## src/rtl/ifetch_ctrl_if.sv

```systemverilog
// Bus bundle between the fetch sequencer, the instruction SRAM port and ID.
// master = ifetch_ctrl, slave = the SRAM/ID side.
// Optional feature macro: IFETCH_ADEL_CHECK_EN adds the if_adel signal.
interface ifetch_ctrl_if;
   logic        inst_sram_en;
   logic [31:0] inst_sram_addr;
   logic [31:0] inst_sram_rdata;
   logic        redirect_valid;
   logic [31:0] redirect_pc;
   logic        fetch_stop;
   logic        id_ready;
   logic        if_valid;
   logic [31:0] if_pc;
   logic [31:0] if_inst;
`ifdef IFETCH_ADEL_CHECK_EN
   logic        if_adel;
`endif

   modport master (
      output inst_sram_en, inst_sram_addr,
      input  inst_sram_rdata,
      input  redirect_valid, redirect_pc, fetch_stop, id_ready,
      output if_valid, if_pc, if_inst
`ifdef IFETCH_ADEL_CHECK_EN
      , output if_adel
`endif
   );

   modport slave (
      input  inst_sram_en, inst_sram_addr,
      output inst_sram_rdata,
      output redirect_valid, redirect_pc, fetch_stop, id_ready,
      input  if_valid, if_pc, if_inst
`ifdef IFETCH_ADEL_CHECK_EN
      , input if_adel
`endif
   );
endinterface

```

## src/rtl/ifetch_ctrl.sv

```systemverilog
// Instruction fetch sequencer: owns the PC, issues one SRAM read per cycle,
// catches the 1-cycle-latency response and parks it in a 2-entry skid buffer
// toward ID. Redirects flush everything and restart fetch in the same cycle.
// Optional feature macro: IFETCH_ADEL_CHECK_EN (misaligned-PC address error
// entries, carried on if_adel, instead of an SRAM request).
module ifetch_ctrl #(
   parameter logic [31:0] RESET_PC = 32'hBFC0_0000
) (
   input logic           clk,
   input logic           rst,
   ifetch_ctrl_if.master bus
);

   localparam logic [1:0] ST_BOOT = 2'd0;
   localparam logic [1:0] ST_RUN  = 2'd1;
   localparam logic [1:0] ST_STOP = 2'd2;

   logic [1:0]  state_q, state_d;
   logic [31:0] pc_next_q, pc_next_d;
   logic        inflight_q, inflight_d;
   logic [31:0] resp_pc_q, resp_pc_d;
   logic [1:0]  cnt_q, cnt_d;
   logic [31:0] e0_pc_q, e0_pc_d, e0_inst_q, e0_inst_d;
   logic [31:0] e1_pc_q, e1_pc_d, e1_inst_q, e1_inst_d;
`ifdef IFETCH_ADEL_CHECK_EN
   logic        resp_adel_q, resp_adel_d;
   logic        e0_adel_q, e0_adel_d, e1_adel_q, e1_adel_d;
`endif

   logic        if_valid_o;
   logic        pop;
   logic        push;
   logic [2:0]  occ;
   logic [31:0] req_pc;
   logic        want;
   logic        adel;
   logic        issue;
   logic [31:0] push_inst;

   // Request decision: redirect always fetches; otherwise issue only in RUN
   // when the buffer is guaranteed room for the response one cycle later.
   always_comb begin
      if_valid_o = (cnt_q != 2'd0) & ~bus.redirect_valid;
      pop        = if_valid_o & bus.id_ready;
      occ        = {1'b0, cnt_q} + {2'b00, inflight_q} - {2'b00, pop};
      req_pc     = bus.redirect_valid ? bus.redirect_pc : pc_next_q;
      want       = bus.redirect_valid |
                   ((state_q == ST_RUN) & ~bus.fetch_stop & (occ < 3'd2));
`ifdef IFETCH_ADEL_CHECK_EN
      adel       = want & (req_pc[1:0] != 2'b00);
`else
      adel       = 1'b0;
`endif
      issue      = want & ~adel;
   end

   assign bus.inst_sram_en   = issue;
   assign bus.inst_sram_addr = req_pc;
   assign bus.if_valid       = if_valid_o;
   assign bus.if_pc          = e0_pc_q;
   assign bus.if_inst        = e0_inst_q;
`ifdef IFETCH_ADEL_CHECK_EN
   assign bus.if_adel        = e0_adel_q;
`endif

   // FSM, PC and in-flight tracking next-state
   always_comb begin
      state_d = state_q;
      if (adel) begin
         state_d = ST_STOP;
      end else if (bus.redirect_valid) begin
         state_d = ST_RUN;
      end else begin
         case (state_q)
            ST_BOOT: state_d = ST_RUN;
            ST_RUN:  if (bus.fetch_stop) state_d = ST_STOP;
            default: state_d = state_q;
         endcase
      end

      pc_next_d = pc_next_q;
      if (bus.redirect_valid) begin
         pc_next_d = bus.redirect_pc + 32'd4;
      end else if (issue) begin
         pc_next_d = pc_next_q + 32'd4;
      end

      inflight_d = want;
      resp_pc_d  = want ? req_pc : resp_pc_q;
`ifdef IFETCH_ADEL_CHECK_EN
      resp_adel_d = adel;
`endif
   end

   // Skid buffer: entry 0 is the head; a response arriving during a redirect
   // is dropped along with the buffered words.
   always_comb begin
      push      = inflight_q & ~bus.redirect_valid;
`ifdef IFETCH_ADEL_CHECK_EN
      push_inst = resp_adel_q ? 32'd0 : bus.inst_sram_rdata;
`else
      push_inst = bus.inst_sram_rdata;
`endif
      cnt_d     = cnt_q;
      e0_pc_d   = e0_pc_q;
      e0_inst_d = e0_inst_q;
      e1_pc_d   = e1_pc_q;
      e1_inst_d = e1_inst_q;
`ifdef IFETCH_ADEL_CHECK_EN
      e0_adel_d = e0_adel_q;
      e1_adel_d = e1_adel_q;
`endif
      if (bus.redirect_valid) begin
         cnt_d = 2'd0;
      end else begin
         if (pop) begin
            e0_pc_d   = e1_pc_q;
            e0_inst_d = e1_inst_q;
`ifdef IFETCH_ADEL_CHECK_EN
            e0_adel_d = e1_adel_q;
`endif
         end
         if (push) begin
            if ((cnt_q == 2'd0) || ((cnt_q == 2'd1) && pop)) begin
               e0_pc_d   = resp_pc_q;
               e0_inst_d = push_inst;
`ifdef IFETCH_ADEL_CHECK_EN
               e0_adel_d = resp_adel_q;
`endif
            end else begin
               e1_pc_d   = resp_pc_q;
               e1_inst_d = push_inst;
`ifdef IFETCH_ADEL_CHECK_EN
               e1_adel_d = resp_adel_q;
`endif
            end
         end
         cnt_d = cnt_q + {1'b0, push} - {1'b0, pop};
      end
   end

   // State registers; reset also clears the buffer and any in-flight response
   always_ff @(posedge clk or posedge rst) begin
      if (rst) begin
         state_q    <= ST_BOOT;
         pc_next_q  <= RESET_PC;
         inflight_q <= 1'b0;
         resp_pc_q  <= 32'd0;
         cnt_q      <= 2'd0;
         e0_pc_q    <= 32'd0;
         e0_inst_q  <= 32'd0;
         e1_pc_q    <= 32'd0;
         e1_inst_q  <= 32'd0;
`ifdef IFETCH_ADEL_CHECK_EN
         resp_adel_q <= 1'b0;
         e0_adel_q   <= 1'b0;
         e1_adel_q   <= 1'b0;
`endif
      end else begin
         state_q    <= state_d;
         pc_next_q  <= pc_next_d;
         inflight_q <= inflight_d;
         resp_pc_q  <= resp_pc_d;
         cnt_q      <= cnt_d;
         e0_pc_q    <= e0_pc_d;
         e0_inst_q  <= e0_inst_d;
         e1_pc_q    <= e1_pc_d;
         e1_inst_q  <= e1_inst_d;
`ifdef IFETCH_ADEL_CHECK_EN
         resp_adel_q <= resp_adel_d;
         e0_adel_q   <= e0_adel_d;
         e1_adel_q   <= e1_adel_d;
`endif
      end
   end

endmodule

```

## src/flat_wrapper.sv

```systemverilog
// flat-port wrapper written by rule: the top's interface ports become plain ports
module ifetch_ctrl_flat 
#(
   parameter logic [31:0] RESET_PC = 32'hBFC0_0000
)
  (clk, rst, bus_inst_sram_en, bus_inst_sram_addr, bus_inst_sram_rdata, bus_redirect_valid, bus_redirect_pc, bus_fetch_stop, bus_id_ready, bus_if_valid, bus_if_pc, bus_if_inst);
  ifetch_ctrl_if bus_i ();
  input logic clk;
  input logic rst;
  output wire logic [$bits(bus_i.inst_sram_en)-1:0] bus_inst_sram_en;
  output wire logic [$bits(bus_i.inst_sram_addr)-1:0] bus_inst_sram_addr;
  input wire logic [$bits(bus_i.inst_sram_rdata)-1:0] bus_inst_sram_rdata;
  input wire logic [$bits(bus_i.redirect_valid)-1:0] bus_redirect_valid;
  input wire logic [$bits(bus_i.redirect_pc)-1:0] bus_redirect_pc;
  input wire logic [$bits(bus_i.fetch_stop)-1:0] bus_fetch_stop;
  input wire logic [$bits(bus_i.id_ready)-1:0] bus_id_ready;
  output wire logic [$bits(bus_i.if_valid)-1:0] bus_if_valid;
  output wire logic [$bits(bus_i.if_pc)-1:0] bus_if_pc;
  output wire logic [$bits(bus_i.if_inst)-1:0] bus_if_inst;
  assign bus_inst_sram_en = bus_i.inst_sram_en;
  assign bus_inst_sram_addr = bus_i.inst_sram_addr;
  assign bus_i.inst_sram_rdata = bus_inst_sram_rdata;
  assign bus_i.redirect_valid = bus_redirect_valid;
  assign bus_i.redirect_pc = bus_redirect_pc;
  assign bus_i.fetch_stop = bus_fetch_stop;
  assign bus_i.id_ready = bus_id_ready;
  assign bus_if_valid = bus_i.if_valid;
  assign bus_if_pc = bus_i.if_pc;
  assign bus_if_inst = bus_i.if_inst;
  ifetch_ctrl #(.RESET_PC(RESET_PC)) u_core (.clk(clk), .rst(rst), .bus(bus_i));
endmodule
```

## config.mk

```make
export PLATFORM = sky130hd
export DESIGN_NAME = ifetch_ctrl_flat
export DESIGN_NICKNAME = d
export VERILOG_FILES = /design/src/rtl/ifetch_ctrl_if.sv /design/src/rtl/ifetch_ctrl.sv /design/src/flat_wrapper.sv
export SDC_FILE = /design/constraint.sdc
export NUM_CORES = 1
export LEC_CHECK = 0
export ABC_AREA = 1
export CELL_PAD_IN_SITES_DETAIL_PLACEMENT = 0
export CELL_PAD_IN_SITES_GLOBAL_PLACEMENT = 1
export CORE_ASPECT_RATIO = 0.9
export CORE_MARGIN = 2
export CORE_UTILIZATION = 42
export DETAILED_ROUTE_END_ITERATION = 10
export PLACE_DENSITY = 0.95
export SLEW_MARGIN = 20
export SYNTH_ARGS = -nofsm -noshare
export SYNTH_HDL_FRONTEND = slang
export SYNTH_SLANG_ARGS = --single-unit
```

## constraint.sdc

```tcl
create_clock -name clk -period 16.8 [get_ports clk]
set_input_delay 2.52 -clock clk [delete_from_list [all_inputs] [get_ports clk]]
set_output_delay 2.52 -clock clk [all_outputs]
set_load 0.05 [all_outputs]
```

# == Word level (Yosys, flattened, before mapping) ==
# Cells that the tools add are included.
# totals
wordCells,50
regBits,197
inputBits,69
# classes
n_mux,13
reduce_logical,9
magnitude_cmp,1
bitwise_logic,9
add_sub_neg,6
eq_ne,3
# ops
operator,n
32-bit 2-to-1 mux,9
"32-bit by 3-bit adder with 32-bit output, second input constant",2
2-bit 2-to-1 mux,3
1-bit bitwise AND,5
"2-bit by 1-bit == test with 1-bit output, second input constant",2
2-bit zero test,2
2-bit case mux with 2 select lines,1
2-bit nonzero test,2
2-bit by 1-bit adder with 3-bit output,1
"3-bit by 2-bit less-than comparator with 1-bit output, second input constant",1
"3-bit inequality test, second input constant",1
1-bit inverter,3
3-bit AND reduction,1
3-bit nonzero test,1
3-bit by 1-bit subtractor with 3-bit output,1
2-bit by 1-bit adder with 2-bit output,1
2-bit AND reduction,1
2-bit by 1-bit subtractor with 2-bit output,1
1-bit logical AND,1
1-bit logical OR,1
1-bit OR,1

# == Logic depth before layout (Yosys ltp) ==
# logic_depth
ltp_word,9
depth_mapped,19
depth_no_buf,18

# == Least setup slack after synthesis ==
# OpenSTA, ideal clock, no wires.
# synth_timing
kind,input port to output port
startpoint,input bus_redirect_valid
endpoint,output bus_inst_sram_en
setup_slack_ns,8.986
arrival_time_ns,5.294
path_buffers,5
stages,14
required_time_ns,14.280
cell_sequence,buf_6 -> nor2_2 -> nand2_1 -> buf_2 -> buf_1 -> nand2_1 -> nand3_1 -> fa_1 -> inv_1 -> nor3_1 -> nand2_1 -> nand2_1 -> buf_2 -> buf_2
# synth_between
elab_chain_len,7
# synth_lines
item,line,rtl
from (decl),flat_wrapper.sv:13,input wire logic [$bits(bus_i.redirect_valid)-1:0] bus_redirect_valid;
1-bit inverter (no source line),--,
1-bit bitwise AND,ifetch_ctrl.sv:43,if_valid_o = (cnt_q != 2'd0) & ~bus.redirect_valid;
via bus_if_valid,flat_wrapper.sv:17,output wire logic [$bits(bus_i.if_valid)-1:0] bus_if_valid;
1-bit bitwise AND,ifetch_ctrl.sv:44,pop = if_valid_o & bus.id_ready;
3-bit by 1-bit subtractor with 3-bit output,ifetch_ctrl.sv:45,"occ = {1'b0, cnt_q} + {2'b00, inflight_q} - {2'b00, pop};"
3-bit by 2-bit less-than comparator with 1-bit output,ifetch_ctrl.sv:48,((state_q == ST_RUN) & ~bus.fetch_stop & (occ < 3'd2));
1-bit bitwise AND,ifetch_ctrl.sv:48,
1-bit OR,ifetch_ctrl.sv:47,want = bus.redirect_valid |
to (decl),flat_wrapper.sv:10,output wire logic [$bits(bus_i.inst_sram_en)-1:0] bus_inst_sram_en;
# The timed path passes the listed nets, and every way through them passes these cells.

# == Final worst setup path ==
# layout_timing
startpoint,input bus_redirect_valid
endpoint,output bus_inst_sram_en
# layout_between
elab_chain_len,7
# layout_lines
item,line
1-bit inverter (no source line),--
1-bit bitwise AND,ifetch_ctrl.sv:43
1-bit bitwise AND,ifetch_ctrl.sv:44
3-bit by 1-bit subtractor with 3-bit output,ifetch_ctrl.sv:45
3-bit by 2-bit less-than comparator with 1-bit output,ifetch_ctrl.sv:48
1-bit bitwise AND,ifetch_ctrl.sv:48
1-bit OR *,ifetch_ctrl.sv:47
# Mark *: on every way between the ends. The rest lies on a longest branch, timed or not.

==> impl_metrics.ini <==
[floorplan]
ios = 167
start_util_pct = 43.0
dieHeight_um = 146
die_area_um2 = 23500
rows = 51
fp.dieW_um = 161
coreArea_um2 = 21800

[logic_synthesis]
synth-main-ff-cell = dfrtp_1
postSynthCellCount = 1153
synth_edf_count = 0
ys_seq_area_share_pct = 52.8
yosysUniqueCellTypes = 40
async_flop_share_pct = 100
synth_nets = 1226
ys.warnings.count = 0
synth_area_um2 = 9350
ys_ff_latch = 197
syn_avg_cell_area_um2 = 8.11

[route]
wirelength_mm = 24.6
first_pass_iters = 5
drtAntennaViolNets = 0
viasPerCell = 5.11
drc = 0
wl_per_cell_um = 15.6
vias = 8087
drt-initial-drc-count = 627

[place]
hpwl_mm = 15.8
dp_slack_ns = 8.22
port_buffers = 166
gp_congestion = 0.865

[sta]
slew_violations = 0
relSlewSlack_pct = 32.9
rsz0062_at_grt = false
fmax_mhz = 117
finalClockSkew_ns = 0.0129
hold_viol_final = 0
period_needed_ns = 8.51
tns_ns = 0
period_share_pct = 50.7
max_slew.worst_pin.slew_ns = 1.01
setup_ws_ns = 8.29
setup_violations = 0

[worst_setup_path]
worstPathRequired_ns = 14.28
cpPeakStageDelay_ns = 0.82
r2r_start = u_core.cnt_q[1]
crit_buf_inv = 6
r2r_cells = 18
critPathMaxFanout = 68
start_kind = input port
path_delay_family = buffers and inverters
path_cells = buf_2 > buf_4 > nor2_2 > nand2_2 > buf_4 > inv_2 > nand2_1 > nand3_1 > fa_1 > inv_1 > nor3_1 > nand2_1 > nand2_2 > clkdlybuf4s50_1
cp_num_cells = 14
crit_type = input port to output port
worstSetupStartpoint = bus_redirect_valid
critPathSlowestCell = clkdlybuf4s50_1
critPathArrivalTime_ns = 5.99
endpoint_kind = output port

[grt]
grtUsageMet3_pct = 4.84
met1_usage_pct = 30.8
grtUsageTotal_pct = 21.2
grt_use_met2_pct = 32.1
grt_pass1_wl_mm = 40.0
grt_antenna_before_repair = 0
grt_pass1_vias = 7582
grt_max_degree = 119
grt_busiest_layer = met2
overflow = 0

[clock_tree]
h-tree-depth = 4
clock-sinks = 197
cts_tree = built
cts-hold-fix-buffers = 0
cts_buffer_depth = 2
cts_resized = 0
cts-root-buf = clkbuf_16
cts_setup_buffers = 0
clk_pin_slew_ns = 0.07
cts_made_buffers = 17
clock_latency_ns = 0.44

[power_and_ir_drop]
ir_drop_uv = 102
finalPower_w = 0.00228
p_leak_nw = 5.43
power.density_nw_per_um2 = 195

[min_path]
min_from = u_core.e1_inst_q[4]
min_path_type = flip-flop to flip-flop
min_path_cells = 2

[layout]
synthToLayoutAreaGrowth_pct = 25.1
diodes = 0
final_nets = 1353
fill_cells = 1996
multi_input_area_um2 = 3770
drive_gt1_share_pct = 7.89
seq_area_um2 = 4940

[run_status]
status = complete, no violations

[flow_run]
cap_viol_max_count = 0
==> placed cells by master (no fill, tap or decap), types with 7 or more instances in the layout <==
cell type,Yosys,layout
a21oi_1,8,8
a31oi_1,64,64
buf_4,11,7
clkbuf_16,0,17
clkdlybuf4s50_1,0,165
dfrtp_1,188,188
dfstp_2,9,9
inv_1,75,73
nand2_1,417,414
nand2_2,10,11
nand3_1,62,62
nor2_1,109,108
nor2_2,12,12
nor2_4,6,7
o21ai_0,65,65
o21ai_1,13,13
==> cells by family (layout without fill, tap and decap cells) <==
family,after synthesis,in the layout,share of synthesized area [%]
DFF,197,197,52.8
buffers and inverters,145,284,7.13
xor gates and xnor gates,5,5,0.468
adders and majority gates,4,4,0.616
AOI/OAI and AO/OA,174,174,11.4
and+or+nand+nor,628,628,27.5
==> worst reg2reg max path, delay by kind of cell (launching register included) <==
family	cells	cell delay (ns)
buffers and inverters	6	2.32
and+or+nand+nor	10	1.29
adders and majority gates	1	0.49
DFF	1	0.47
AOI/OAI and AO/OA	1	0.14
==> Yosys cell counts (8+ instances only) <==
cell type,number,area (um^2)
nand2_1,417,1570
dfrtp_1,188,4700
nor2_1,109,409
inv_1,75,282
o21ai_0,65,325
a31oi_1,64,400
nand3_1,62,310
buf_2,28,140
clkbuf_1,18,67.6
o21ai_1,13,65.1
nor2_2,12,75.1
buf_4,11,82.6
nand2_2,10,62.6
dfstp_2,9,236
a21oi_1,8,40.0
==> report_power, final <==
part | switching [W] | leakage (nW) | total (W) | internal [W]
clock network | 0.000177 | 0.293 | 0.000405 | 0.000228
registers | 0.000122 | 2.37 | 0.000812 | 0.000690
logic | 0.000721 | 2.77 | 0.00106 | 0.000338
total | 0.00102 | 5.43 | 0.00228 | 0.00126
==> layout make-up <==
| type | instances | area share, % |
|---|---|---|
| Multi-Input combinational cell | 811 | 32.2 |
| Inverter | 79 | 2.60 |
| Clock inverter | 7 | 0.578 |
| Timing Repair Buffer | 174 | 14.9 |
| Tap cell | 291 | 3.11 |
| Clock buffer | 24 | 4.38 |
| Sequential cell | 197 | 42.3 |
==> final timing paths <==
kind | endpoint | slack (ns)
worst max register to register | u_core.pc_next_q[20] | 12.04
worst min-delay path | u_core.e1_inst_q[4] | 0.47
max in group asynchronous | u_core.bus.if_pc[0] | 12.59
min in group asynchronous | u_core.bus.if_pc[3] | 2.67
worst min register to register | u_core.e1_inst_q[4] | 0.47
worst max-delay path | bus_inst_sram_en | 8.29
==> metrics by stage <==
step | instances | hold WS, ns | area [um^2] | utilization (%)
floorplan | 1153 | 0.437 | 9350 | -
global placement | 1551 | 0.453 | 11100 | 50.9
detailed placement | 1551 | 0.459 | 11100 | 50.9
CTS | 1582 | 0.475 | 11700 | 53.6
global route | 1583 | 0.483 | 11700 | 53.7
finish | 1583 | 0.471 | 11700 | 53.7
==> routing by layer <==
layer,routed length [um],vias up
li1,-,3946
met4,390,0
met1,11700,3827
met2,10900,286
met3,1640,28
met5,0,-
==> state kept, by name, summed over array words and instances, names as in the netlist <==
name / count
u_core.resp_pc_q: 32
u_core.bus.if_inst: 32
u_core.inflight_q: 1
u_core.state_q: 2
u_core.pc_next_q: 32
u_core.e1_inst_q: 32
u_core.bus.if_pc: 32
u_core.cnt_q: 2
u_core.e1_pc_q: 32
No activity file was read; power rests on OpenSTA's default activity.
